### src/rtl/md_issue_if.sv
// HI/LO issue-control bundle between the pipeline/MD-unit side (master) and md_issue_ctrl (slave).
interface md_issue_if;
   logic       e_valid;
   logic [2:0] e_op;
   logic       d_is_md;
   logic       md_busy;
   logic       md_start;
   logic [2:0] md_op;
   logic       stall;
   logic [1:0] md_state;
   logic       md_timeout;

   modport master (
      output e_valid, e_op, d_is_md, md_busy,
      input  md_start, md_op, stall, md_state, md_timeout
   );

   modport slave (
      input  e_valid, e_op, d_is_md, md_busy,
      output md_start, md_op, stall, md_state, md_timeout
   );
endinterface

### src/rtl/md_issue_ctrl.sv
// Multiply/divide issue controller: starts the HI/LO unit, tracks its busy window and stalls HI/LO users.
// Optional watchdog compiled in with `define MD_TIMEOUT_EN.
module md_issue_ctrl (
   input  logic        clk,
   input  logic        reset,
   md_issue_if.slave   bus
);

   typedef enum logic [1:0] {
      IDLE  = 2'b00,
      ISSUE = 2'b01,
      WAIT  = 2'b10
   } state_e;

   state_e     state_q, state_d;
   logic [3:0] wait_cnt_q, wait_cnt_d;
   logic       in_idle;
   logic       start_class;
   logic       fwd_class;
   logic       issue;
   logic [2:0] md_op_c;

   // Encoding 11 is unreachable and behaves exactly like IDLE.
   assign in_idle     = (state_q != ISSUE) && (state_q != WAIT);
   assign start_class = (bus.e_op >= 3'd1) && (bus.e_op <= 3'd4);
   assign fwd_class   = (bus.e_op != 3'd0) && (bus.e_op != 3'd7);

   // Gating with reset keeps md_start/md_op quiet while reset is held low.
   always_comb begin
      issue   = 1'b0;
      md_op_c = 3'b000;
      if (reset && bus.e_valid && in_idle) begin
         issue = start_class;
         if (fwd_class) begin
            md_op_c = bus.e_op;
         end
      end
   end

   always_comb begin
      state_d    = state_q;
      wait_cnt_d = wait_cnt_q;
      case (state_q)
         IDLE: begin
            if (issue) begin
               state_d = ISSUE;
            end
         end
         ISSUE: begin
            state_d    = WAIT;
            wait_cnt_d = 4'd0;
         end
         WAIT: begin
            if (!bus.md_busy) begin
               state_d = IDLE;
            end
            if (wait_cnt_q != 4'd15) begin
               wait_cnt_d = wait_cnt_q + 4'd1;
            end
         end
         default: begin
            state_d = issue ? ISSUE : IDLE;
         end
      endcase
   end

   always_ff @(posedge clk or negedge reset) begin
      if (!reset) begin
         state_q    <= IDLE;
         wait_cnt_q <= 4'd0;
      end else begin
         state_q    <= state_d;
         wait_cnt_q <= wait_cnt_d;
      end
   end

`ifdef MD_TIMEOUT_EN
   logic md_timeout_q, md_timeout_d;

   // Sticky: set on the edge where the WAIT counter becomes 12.
   always_comb begin
      md_timeout_d = md_timeout_q;
      if ((state_q == WAIT) && (wait_cnt_d == 4'd12)) begin
         md_timeout_d = 1'b1;
      end
   end

   always_ff @(posedge clk or negedge reset) begin
      if (!reset) begin
         md_timeout_q <= 1'b0;
      end else begin
         md_timeout_q <= md_timeout_d;
      end
   end

   assign bus.md_timeout = md_timeout_q;
`else
   assign bus.md_timeout = 1'b0;
`endif

   assign bus.md_start = issue;
   assign bus.md_op    = md_op_c;
   assign bus.stall    = bus.d_is_md & (issue | ~in_idle | bus.md_busy);
   assign bus.md_state = state_q;

endmodule

### src/flat_wrapper.sv
// flat-port wrapper written by rule: the top's interface ports become plain ports
module md_issue_ctrl_flat 
  (clk, reset, bus_e_valid, bus_e_op, bus_d_is_md, bus_md_busy, bus_md_start, bus_md_op, bus_stall, bus_md_state, bus_md_timeout);
  md_issue_if bus_i ();
  input  logic clk;
  input  logic reset;
  input wire logic [$bits(bus_i.e_valid)-1:0] bus_e_valid;
  input wire logic [$bits(bus_i.e_op)-1:0] bus_e_op;
  input wire logic [$bits(bus_i.d_is_md)-1:0] bus_d_is_md;
  input wire logic [$bits(bus_i.md_busy)-1:0] bus_md_busy;
  output wire logic [$bits(bus_i.md_start)-1:0] bus_md_start;
  output wire logic [$bits(bus_i.md_op)-1:0] bus_md_op;
  output wire logic [$bits(bus_i.stall)-1:0] bus_stall;
  output wire logic [$bits(bus_i.md_state)-1:0] bus_md_state;
  output wire logic [$bits(bus_i.md_timeout)-1:0] bus_md_timeout;
  assign bus_i.e_valid = bus_e_valid;
  assign bus_i.e_op = bus_e_op;
  assign bus_i.d_is_md = bus_d_is_md;
  assign bus_i.md_busy = bus_md_busy;
  assign bus_md_start = bus_i.md_start;
  assign bus_md_op = bus_i.md_op;
  assign bus_stall = bus_i.stall;
  assign bus_md_state = bus_i.md_state;
  assign bus_md_timeout = bus_i.md_timeout;
  md_issue_ctrl u_core (.clk(clk), .reset(reset), .bus(bus_i));
endmodule
### config.mk
export PLATFORM = sky130hd
export DESIGN_NAME = md_issue_ctrl_flat
export DESIGN_NICKNAME = d
export VERILOG_FILES = /design/src/rtl/md_issue_if.sv /design/src/rtl/md_issue_ctrl.sv /design/src/flat_wrapper.sv
export SDC_FILE = /design/constraint.sdc
export NUM_CORES = 1
export LEC_CHECK = 0
export BUFFER_PORTS_ARGS = -buffer_cell sky130_fd_sc_hd__buf_2
export CELL_PAD_IN_SITES_DETAIL_PLACEMENT = 1
export CELL_PAD_IN_SITES_GLOBAL_PLACEMENT = 1
export CORE_AREA = 2 2 39 41
export CTS_CLUSTER_DIAMETER = 100
export DETAILED_ROUTE_END_ITERATION = 7
export DIE_AREA = 0 0 41 43
export PLACE_DENSITY = 0.66
export RECOVER_POWER = 50
export SYNTH_ARGS = -nofsm -noshare
export SYNTH_HDL_FRONTEND = slang
export SYNTH_SLANG_ARGS = --single-unit
export TNS_END_PERCENT = 20
### constraint.sdc
create_clock -name clk -period 4.41 [get_ports clk]
set_input_delay 0.6615 -clock clk [delete_from_list [all_inputs] [get_ports clk]]
set_output_delay 0.6615 -clock clk [all_outputs]
set_load 0.005 [all_outputs]
**Yosys cells after proc, flatten, opt, wreduce, memory -nomap -nowiden**

Index checks and enable logic that the tools add are counted.

- Register bits after elaboration: 2
- Input bits: 8
- Output and inout port bits: 8
- Word-level logic and storage cells: 29

- $lt $le $gt $ge: 2
- Equal/unequal tests: 7
- Mux-type cells: 7
- Bitwise gates (word level): 4
- Reductions and logical operators: 8

Operator list:

| kind | number |
|---|---|
| $mux W3 | 2 |
| $pmux W2 S3 | 1 |
| $logic_and A1 B1 Y1 | 5 |
| $mux W2 | 2 |
| $ne A2 B1 Y1 const B | 2 |
| $ne A2 B2 Y1 const B | 2 |
| $ge A3 B1 Y1 const B | 1 |
| $le A3 B3 Y1 const B | 1 |
| $ne A3 B3 Y1 const B | 1 |
| $reduce_bool A3 Y1 | 1 |
| $eq A2 B1 Y1 const B | 1 |
| $eq A2 B2 Y1 const B | 1 |
| $logic_not A2 Y1 | 1 |
| $mux W1 | 2 |
| $or A1 B1 Y1 | 2 |
| $reduce_and A2 Y1 | 1 |
| $and A1 B1 Y1 | 1 |
| $not A1 Y1 | 1 |

**Logic depth before layout (Yosys ltp)**

Gate-level depths: netlist (run 1).

- Depth in word-level cells: 7
- Mapped depth: 5
- Gate-level depth less buffers: 5

**Worst setup path before layout (run 1)**

OpenSTA, ideal clock, no wires.

- Path kind: input port to output port
- From: input port bus_e_op[2]
- To: output port bus_stall
- Arrival time: 1,499 ps
- Required time: 3,749 ps
- Slack: 2,250 ps
- Cell stages on the path: 3
- Buffers on the path: 0
- Path through: or3_4 and3_2 o31a_1

- Longest elaborated chain between the ends: 6
- Elaborated cells on any way between the ends: 7
- Classes of those cells: order compare (2); mux (1); bitwise (3); reduce/logical (1)

RTL lines:

| item | RTL line | text |
|---|---|---|
| start: declaration | flat_wrapper.sv:8 | `input wire logic [$bits(bus_i.e_op)-1:0] bus_e_op;` |
| $ge A3 B1 Y1 / $le A3 B3 Y1 (equally long branches) | md_issue_ctrl.sv:25 | `assign start_class = (bus.e_op >= 3'd1) && (bus.e_op <= 3'd4);` |
| $logic_and A1 B1 Y1 * | md_issue_ctrl.sv:25 |  |
| $mux W1 * | md_issue_ctrl.sv:32 | `if (reset && bus.e_valid && in_idle) begin` |
| via bus_md_start | flat_wrapper.sv:11 | `output wire logic [$bits(bus_i.md_start)-1:0] bus_md_start;` |
| $or A1 B1 Y1 * (2 in a row) | md_issue_ctrl.sv:103 | `assign bus.stall = bus.d_is_md & (issue \| ~in_idle \| bus.md_busy);` |
| $and A1 B1 Y1 * | md_issue_ctrl.sv:103 |  |
| end: declaration | flat_wrapper.sv:13 | `output wire logic [$bits(bus_i.stall)-1:0] bus_stall;` |

Mark *: on every way through the listed nets, which the timed path passes. The rest lies on a longest branch.

**Final worst setup path (run 1)**

- From: register u_core.state_q[1] (netlist: u_core.bus.md_state[1])
- To: output port bus_stall

- Longest elaborated chain between the ends: 7
- Elaborated cells on any way between the ends: 9
- Classes of those cells: eq/ne (2); mux (1); bitwise (4); reduce/logical (2)

RTL lines:

| item | RTL line | text |
|---|---|---|
| start: declaration | md_issue_ctrl.sv:15 | `state_e state_q, state_d;` |
| start signal: assignment | md_issue_ctrl.sv:72 | `state_q <= state_d;` |
| $ne A2 B1 Y1 / $ne A2 B2 Y1 (equally long branches) | md_issue_ctrl.sv:24 | `assign in_idle = (state_q != ISSUE) && (state_q != WAIT);` |
| $logic_and A1 B1 Y1 * | md_issue_ctrl.sv:24 |  |
| $logic_and A1 B1 Y1 | md_issue_ctrl.sv:32 |  |
| $mux W1 | md_issue_ctrl.sv:32 |  |
| $or A1 B1 Y1 * (2 in a row) | md_issue_ctrl.sv:103 |  |
| $and A1 B1 Y1 * | md_issue_ctrl.sv:103 |  |

Mark *: on every way between the ends. The rest lies on a longest branch, timed or not.

==> impl_metrics.env, run 1 <==
export IMPL_cts_tree="done"
export IMPL_ys_seq_elements=2
export IMPL_setup_viol_count_final=0
export IMPL_final_common_cell="buf_2"
export IMPL_p_seq_share_pct=21.8
export IMPL_ant_nets=0
export IMPL_cts_buffers=3
export IMPL_syn_inst=34
export IMPL_peakVddDrop_uv=77.4
export IMPL_die_area_um2=1760
export IMPL_start_kind="flop"
export IMPL_die_x_um=41
export IMPL_r2r_setup_slack_ns=2.70
export IMPL_grt_pass1_vias=285
export IMPL_fp_dieH_um=43
export IMPL_endpoint_kind="output port"
export IMPL_avgRoutedWirePerCell_um=9.88
export IMPL_vias_per_cell=4.47
export IMPL_route_detailed_drc=0
export IMPL_cpMaxStageDelayCell="dfrtp_1"
export IMPL_crit_buf_inv=2
export IMPL_clockPowerShare_pct=25.7
export IMPL_arrival_ns=1.84
export IMPL_synth_seq_area_share_pct=18.4
export IMPL_cts_resized=0
export IMPL_max_freq_mhz=399
export IMPL_pin_count=16
export IMPL_dp_slack_ns=2.00
export IMPL_num_vias=295
export IMPL_clockBufferDepth=2
export IMPL_ctsHtreeMaxLevel=1
export IMPL_final_layout_size_suffix_gt1_share_pct=36.0
export IMPL_grt_usage_pct=9.05
export IMPL_drv_cap=0
export IMPL_largest_reg_flops=2
export IMPL_total_power_w=0.000153
export IMPL_cp_cell_sequence="inv_1 > ha_1 > and3b_1 > and3_2 > o31a_1 > buf_2"
export IMPL_report_final_hold_viol_count=0
export IMPL_intPower_w=0.0000937
export IMPL_p_per_area_nw_per_um2=410
export IMPL_cp_top_family="simple AND/OR/NAND/NOR gates"
export IMPL_synthToLayoutAreaGrowth_pct=37.3
export IMPL_switching_power_w=0.0000591
export IMPL_cp_required_ns=3.75
export IMPL_grt_max_degree=7
export IMPL_rows=14
export IMPL_nets=64
export IMPL_clock_sinks=2
export IMPL_setup_ws_ns=1.91
export IMPL_grt_ovfl_total=0
export IMPL_min_period_ns=2.50
export IMPL_reg2reg_depth=5
export IMPL_antenna_found_initial=0
export IMPL_drt_iter0_drc=1
export IMPL_root_buffer="clkbuf_4"
export IMPL_io_buffer_count=14
export IMPL_final_max_slew_viol_count=0
export IMPL_worstReg2RegStart="u_core.bus.md_state[1]"
export IMPL_fin_util_pct=26.9
export IMPL_insertion_delay_ns=0.22
export IMPL_fill_cells=183
export IMPL_placed_area_um2=354
export IMPL_p_leak_nw=0.202
export IMPL_design_area_um2=373
export IMPL_critPathMaxStageDelay_ns=0.42
export IMPL_fin_setup_tns_ns=0
export IMPL_syn_num_nets=46
export IMPL_final_cell_mix="11 x buf_2, 4 x nand2_1, 4 x ha_1"
export IMPL_status="finished clean"
export IMPL_dr_pass1_iters=2
export IMPL_rr_endpoint="u_core.bus.md_state[1]"
export IMPL_cts_hold_buf=0
export IMPL_gp_congestion=0.708
export IMPL_skew_ns=0.00329
export IMPL_path_class="reg2out"
export IMPL_core_um2=1380
export IMPL_p_comb_share_pct=52.5
export IMPL_postCtsSetupRepairBufs=0
export IMPL_wl_um=652
export IMPL_hp_class="in2async"
export IMPL_synth_cell_type_count=22
export IMPL_diodes=0
export IMPL_grt_pass1_wl_um=1100
export IMPL_synth_area_um2=272
export IMPL_ys_warn_count=0
export IMPL_rsz0062_at_grt="no"
export IMPL_finalCritPeriodShare_pct=56.8
export IMPL_start_util_pct=19.6
export IMPL_clk_pin_slew_ns=0.03
export IMPL_syn_area_per_cell_um2=7.99
export IMPL_p_sw_share_pct=38.7
export IMPL_crit_fanout=6
-- worst register-to-register path: stages, from the launching register on --
cell      delay, ns
dfrtp_1        0.42
inv_1          0.09
ha_1           0.30
and3b_1        0.32
o221ai_1       0.14
or3_1          0.31
-- area by class of cell --
cell class              instances  area [um^2]  share of cell area [%]
inverters                       2         7.51                    2.01
repair buffers                 14         66.3                    17.8
flip-flops and latches          2         50.0                    13.4
clock buffers                   3         22.5                    6.04
multi-input cells              29          206                    55.4
well taps                      16         20.0                    5.37
-- power by group through the flow --
| stage | registers (W) | logic, W | clock network, W |
|---|---|---|---|
| after floorplan | 0.0000325 | 0.0000547 | 0 |
| after global placement | 0.0000332 | 0.0000859 | 0 |
| after detailed placement | 0.0000337 | 0.0000832 | 0 |
| after CTS | 0.0000334 | 0.0000838 | 0.0000410 |
| after global routing | 0.0000347 | 0.0000927 | 0.0000436 |
| final | 0.0000333 | 0.0000803 | 0.0000393 |
-- how the worst max path moves through the flow --
stage                                       from         to  slack, ns  cells after the start
after floorplan                      bus_e_op[2]  bus_stall       2.25                      3
after global placement               bus_e_op[2]  bus_stall       2.01                      5
after detailed placement             bus_e_op[2]  bus_stall       2.00                      5
after CTS                 u_core.bus.md_state[1]  bus_stall       1.89                      6
after global routing      u_core.bus.md_state[1]  bus_stall       1.80                      6
final                     u_core.bus.md_state[1]  bus_stall       1.91                      6
-- synth_stat cells (all sizes together) --
| master | number | area share, % |
|---|---|---|
| o21ai | 1 | 1.8 |
| a21boi | 1 | 2.8 |
| nand2b | 1 | 2.3 |
| nor2 | 3 | 4.1 |
| buf | 1 | 2.8 |
| a21oi | 1 | 1.8 |
| or3 | 2 | 6.5 |
| conb | 1 | 1.4 |
| dfrtp | 2 | 18 |
| and4 | 1 | 4.1 |
| ha | 4 | 18 |
| nand3 | 1 | 1.8 |
| o2bb2ai | 1 | 3.2 |
| o31a | 1 | 3.2 |
| and3 | 4 | 10 |
| and2 | 1 | 2.3 |
| nand2 | 4 | 5.5 |
| inv | 2 | 2.8 |
| o221ai | 1 | 3.2 |
| and3b | 1 | 3.2 |
-- kinds of logic after synthesis --
group	after synthesis	synth area share (%)
adders and majority gates	4	18.4
buffers and inverters	3	5.53
and+or+nand+nor	18	40.1
DFF	2	18.4
AOI/OAI and AO/OA	6	16.1
other	1	1.38
-- routing by layer --
layer  vias up  wire length (um)  track usage (%)
li1        153                 -                -
met1       133               288             11.0
met2         9               329             13.8
met3         0                34             1.57
met4         0                 0             6.00
met5         -                 0                0
-- metrics by stage --
| step | cells | hold WS, ns |
|---|---|---|
| after floorplan | 34 | 0.366 |
| after detailed placement | 63 | 0.455 |
| after global placement | 63 | 0.454 |
| after global routing | 66 | 0.222 |
| after CTS | 66 | 0.219 |
| final | 66 | 0.230 |
Power figures use the tool's default switching activity.
==> run 2: changes to the inputs <==
==> constraint.sdc (replaced) <==
create_clock -name clk -period 2.6 [get_ports clk]
set_input_delay 0.39 -clock clk [delete_from_list [all_inputs] [get_ports clk]]
set_output_delay 0.39 -clock clk [all_outputs]
set_load 0.005 [all_outputs]
==> run 2 against run 1 <==
Against the previous run:
- first-iteration DRC count decreased by 100%
- largest cell class unchanged
- core utilization up 0.81 points
- highest routed layer unchanged
- sequential power increased by 73%
- clock skew decreased by 0.0015 ns
- global-route usage is 2.0 points higher
- flip-flop and latch count did not move
- largest power group unchanged
==> impl_metrics.env, run 2 (synthesized netlist as in run 1, its figures left out) <==
export IMPL_drv_cap=0
export IMPL_grt_pass1_wl_um=1290
export IMPL_setup_viol_count_final=0
export IMPL_min_period_ns=2.24
export IMPL_postCtsSetupRepairBufs=0
export IMPL_gp_congestion=0.723
export IMPL_fin_setup_tns_ns=0
export IMPL_cp_required_ns=2.21
export IMPL_drt_iter0_drc=0
export IMPL_grt_pass1_vias=334
export IMPL_r2r_setup_slack_ns=0.88
export IMPL_crit_buf_inv=2
export IMPL_vias_per_cell=4.66
export IMPL_rows=14
export IMPL_final_layout_size_suffix_gt1_share_pct=37.3
export IMPL_reg2reg_depth=5
export IMPL_dr_pass1_iters=1
export IMPL_antenna_found_initial=0
export IMPL_cts_buffers=3
export IMPL_status="finished clean"
export IMPL_grt_max_degree=7
export IMPL_whs_ns=0.498
export IMPL_start_kind="flop"
export IMPL_cts_resized=0
export IMPL_route_detailed_drc=0
export IMPL_grt_usage_pct=11.0
export IMPL_crit_fanout=6
export IMPL_start_util_pct=19.6
export IMPL_final_max_slew_viol_count=0
export IMPL_pin_count=16
export IMPL_finalCritPeriodShare_pct=86.3
export IMPL_peakVddDrop_uv=136
export IMPL_core_um2=1380
export IMPL_skew_ns=0.00176
export IMPL_dp_slack_ns=0.573
export IMPL_setup_ws_ns=0.356
export IMPL_p_per_area_nw_per_um2=689
export IMPL_nets=65
export IMPL_arrival_ns=1.85
export IMPL_ant_nets=0
export IMPL_cp_cell_sequence="inv_1 > ha_1 > and3b_1 > and3_2 > o31a_1 > buf_2"
export IMPL_clockBufferDepth=2
export IMPL_fp_dieH_um=43
export IMPL_critPathMaxStageDelay_ns=0.44
export IMPL_path_class="reg2out"
export IMPL_hp_class="in2async"
export IMPL_cts_tree="done"
export IMPL_max_freq_mhz=446
export IMPL_worstReg2RegStart="u_core.bus.md_state[1]"
export IMPL_cp_top_family="flip-flops"
export IMPL_clk_pin_slew_ns=0.03
export IMPL_largest_reg_flops=2
export IMPL_wl_um=738
export IMPL_cts_hold_buf=1
export IMPL_die_x_um=41
export IMPL_die_area_um2=1760
export IMPL_cpMaxStageDelayCell="dfrtp_1"
export IMPL_grt_ovfl_total=0
export IMPL_insertion_delay_ns=0.22
export IMPL_diodes=0
export IMPL_endpoint_kind="output port"
export IMPL_final_common_cell="buf_2"
export IMPL_avgRoutedWirePerCell_um=11.0
export IMPL_rsz0062_at_grt="no"
export IMPL_clock_sinks=2
export IMPL_synthToLayoutAreaGrowth_pct=41.5
export IMPL_p_leak_nw=0.210
export IMPL_final_cell_mix="12 x buf_2, 4 x nand2_1, 4 x ha_1"
export IMPL_report_final_hold_viol_count=0
export IMPL_rr_endpoint="u_core.bus.md_state[1]"
export IMPL_root_buffer="clkbuf_4"
export IMPL_io_buffer_count=14
export IMPL_num_vias=312
export IMPL_ctsHtreeMaxLevel=1
[run 2: cell count changes in the layout (fill, tap and decap cells not counted), sizes merged]
cell / previous run / this run
clkbuf: 6 / 5
dlygate4sd3: 0 / 1
buf: 11 / 12
[run 2: area by class of cell]
type	instances	area, um^2
Fill cell	172	1000
Inverter	2	7.51
Tap cell	16	20.0
Timing Repair Buffer	15	77.6
Multi-Input combinational cell	29	206
Sequential cell	2	50.0
Clock buffer	3	22.5
[run 2: per-layer routing]
metal | vias to the layer above | share of wire [%] | track usage [%]
met3 | 0 | 5.6 | 5.24
met1 | 149 | 37 | 9.94
met2 | 9 | 58 | 18.1
li1 | 154 | - | -
met5 | - | 0 | 0
met4 | 0 | 0 | 7.33
[run 2: power breakdown]
part           total (W)  leakage, nW  internal [W]  switching [W]
logic           0.000139        0.170     0.0000678      0.0000710
registers      0.0000577       0.0262     0.0000421      0.0000156
clock network  0.0000683       0.0138     0.0000509      0.0000174
total           0.000265        0.210      0.000161       0.000104
[run 2: worst reg2reg max path, stage by stage, from the launching register on]
cell	delay (ns)
dfrtp_1	0.44
inv_1	0.10
ha_1	0.30
and3b_1	0.31
o221ai_1	0.14
or3_1	0.31
[run 2: worst max-delay path by stage]
| stage | startpoint | endpoint | slack [ns] | cells past startpoint |
|---|---|---|---|---|
| 4_1_cts | u_core.bus.md_state[1] | bus_stall | 0.32 | 6 |
| 2_1_floorplan | u_core.bus.md_state[1] | bus_stall | 0.81 | 5 |
| 3_5_place_dp | u_core.bus.md_state[1] | bus_stall | 0.57 | 6 |
| 5_1_grt | u_core.bus.md_state[1] | bus_stall | 0.24 | 6 |
| 6_report | u_core.bus.md_state[1] | bus_stall | 0.36 | 6 |
| 3_3_place_gp | u_core.bus.md_state[1] | bus_stall | 0.61 | 6 |
[run 2: stage by stage]
step / cell area, um^2 / util [%] / power, W / std cells
after floorplan: 272 / - / 0.000148 / 34
after CTS: 387 / 27.9 / 0.000275 / 67
after global routing: 384 / 27.8 / 0.000297 / 67
final: 384 / 27.8 / 0.000265 / 67
after global placement: 354 / 25.6 / 0.000195 / 63
after detailed placement: 354 / 25.6 / 0.000199 / 63
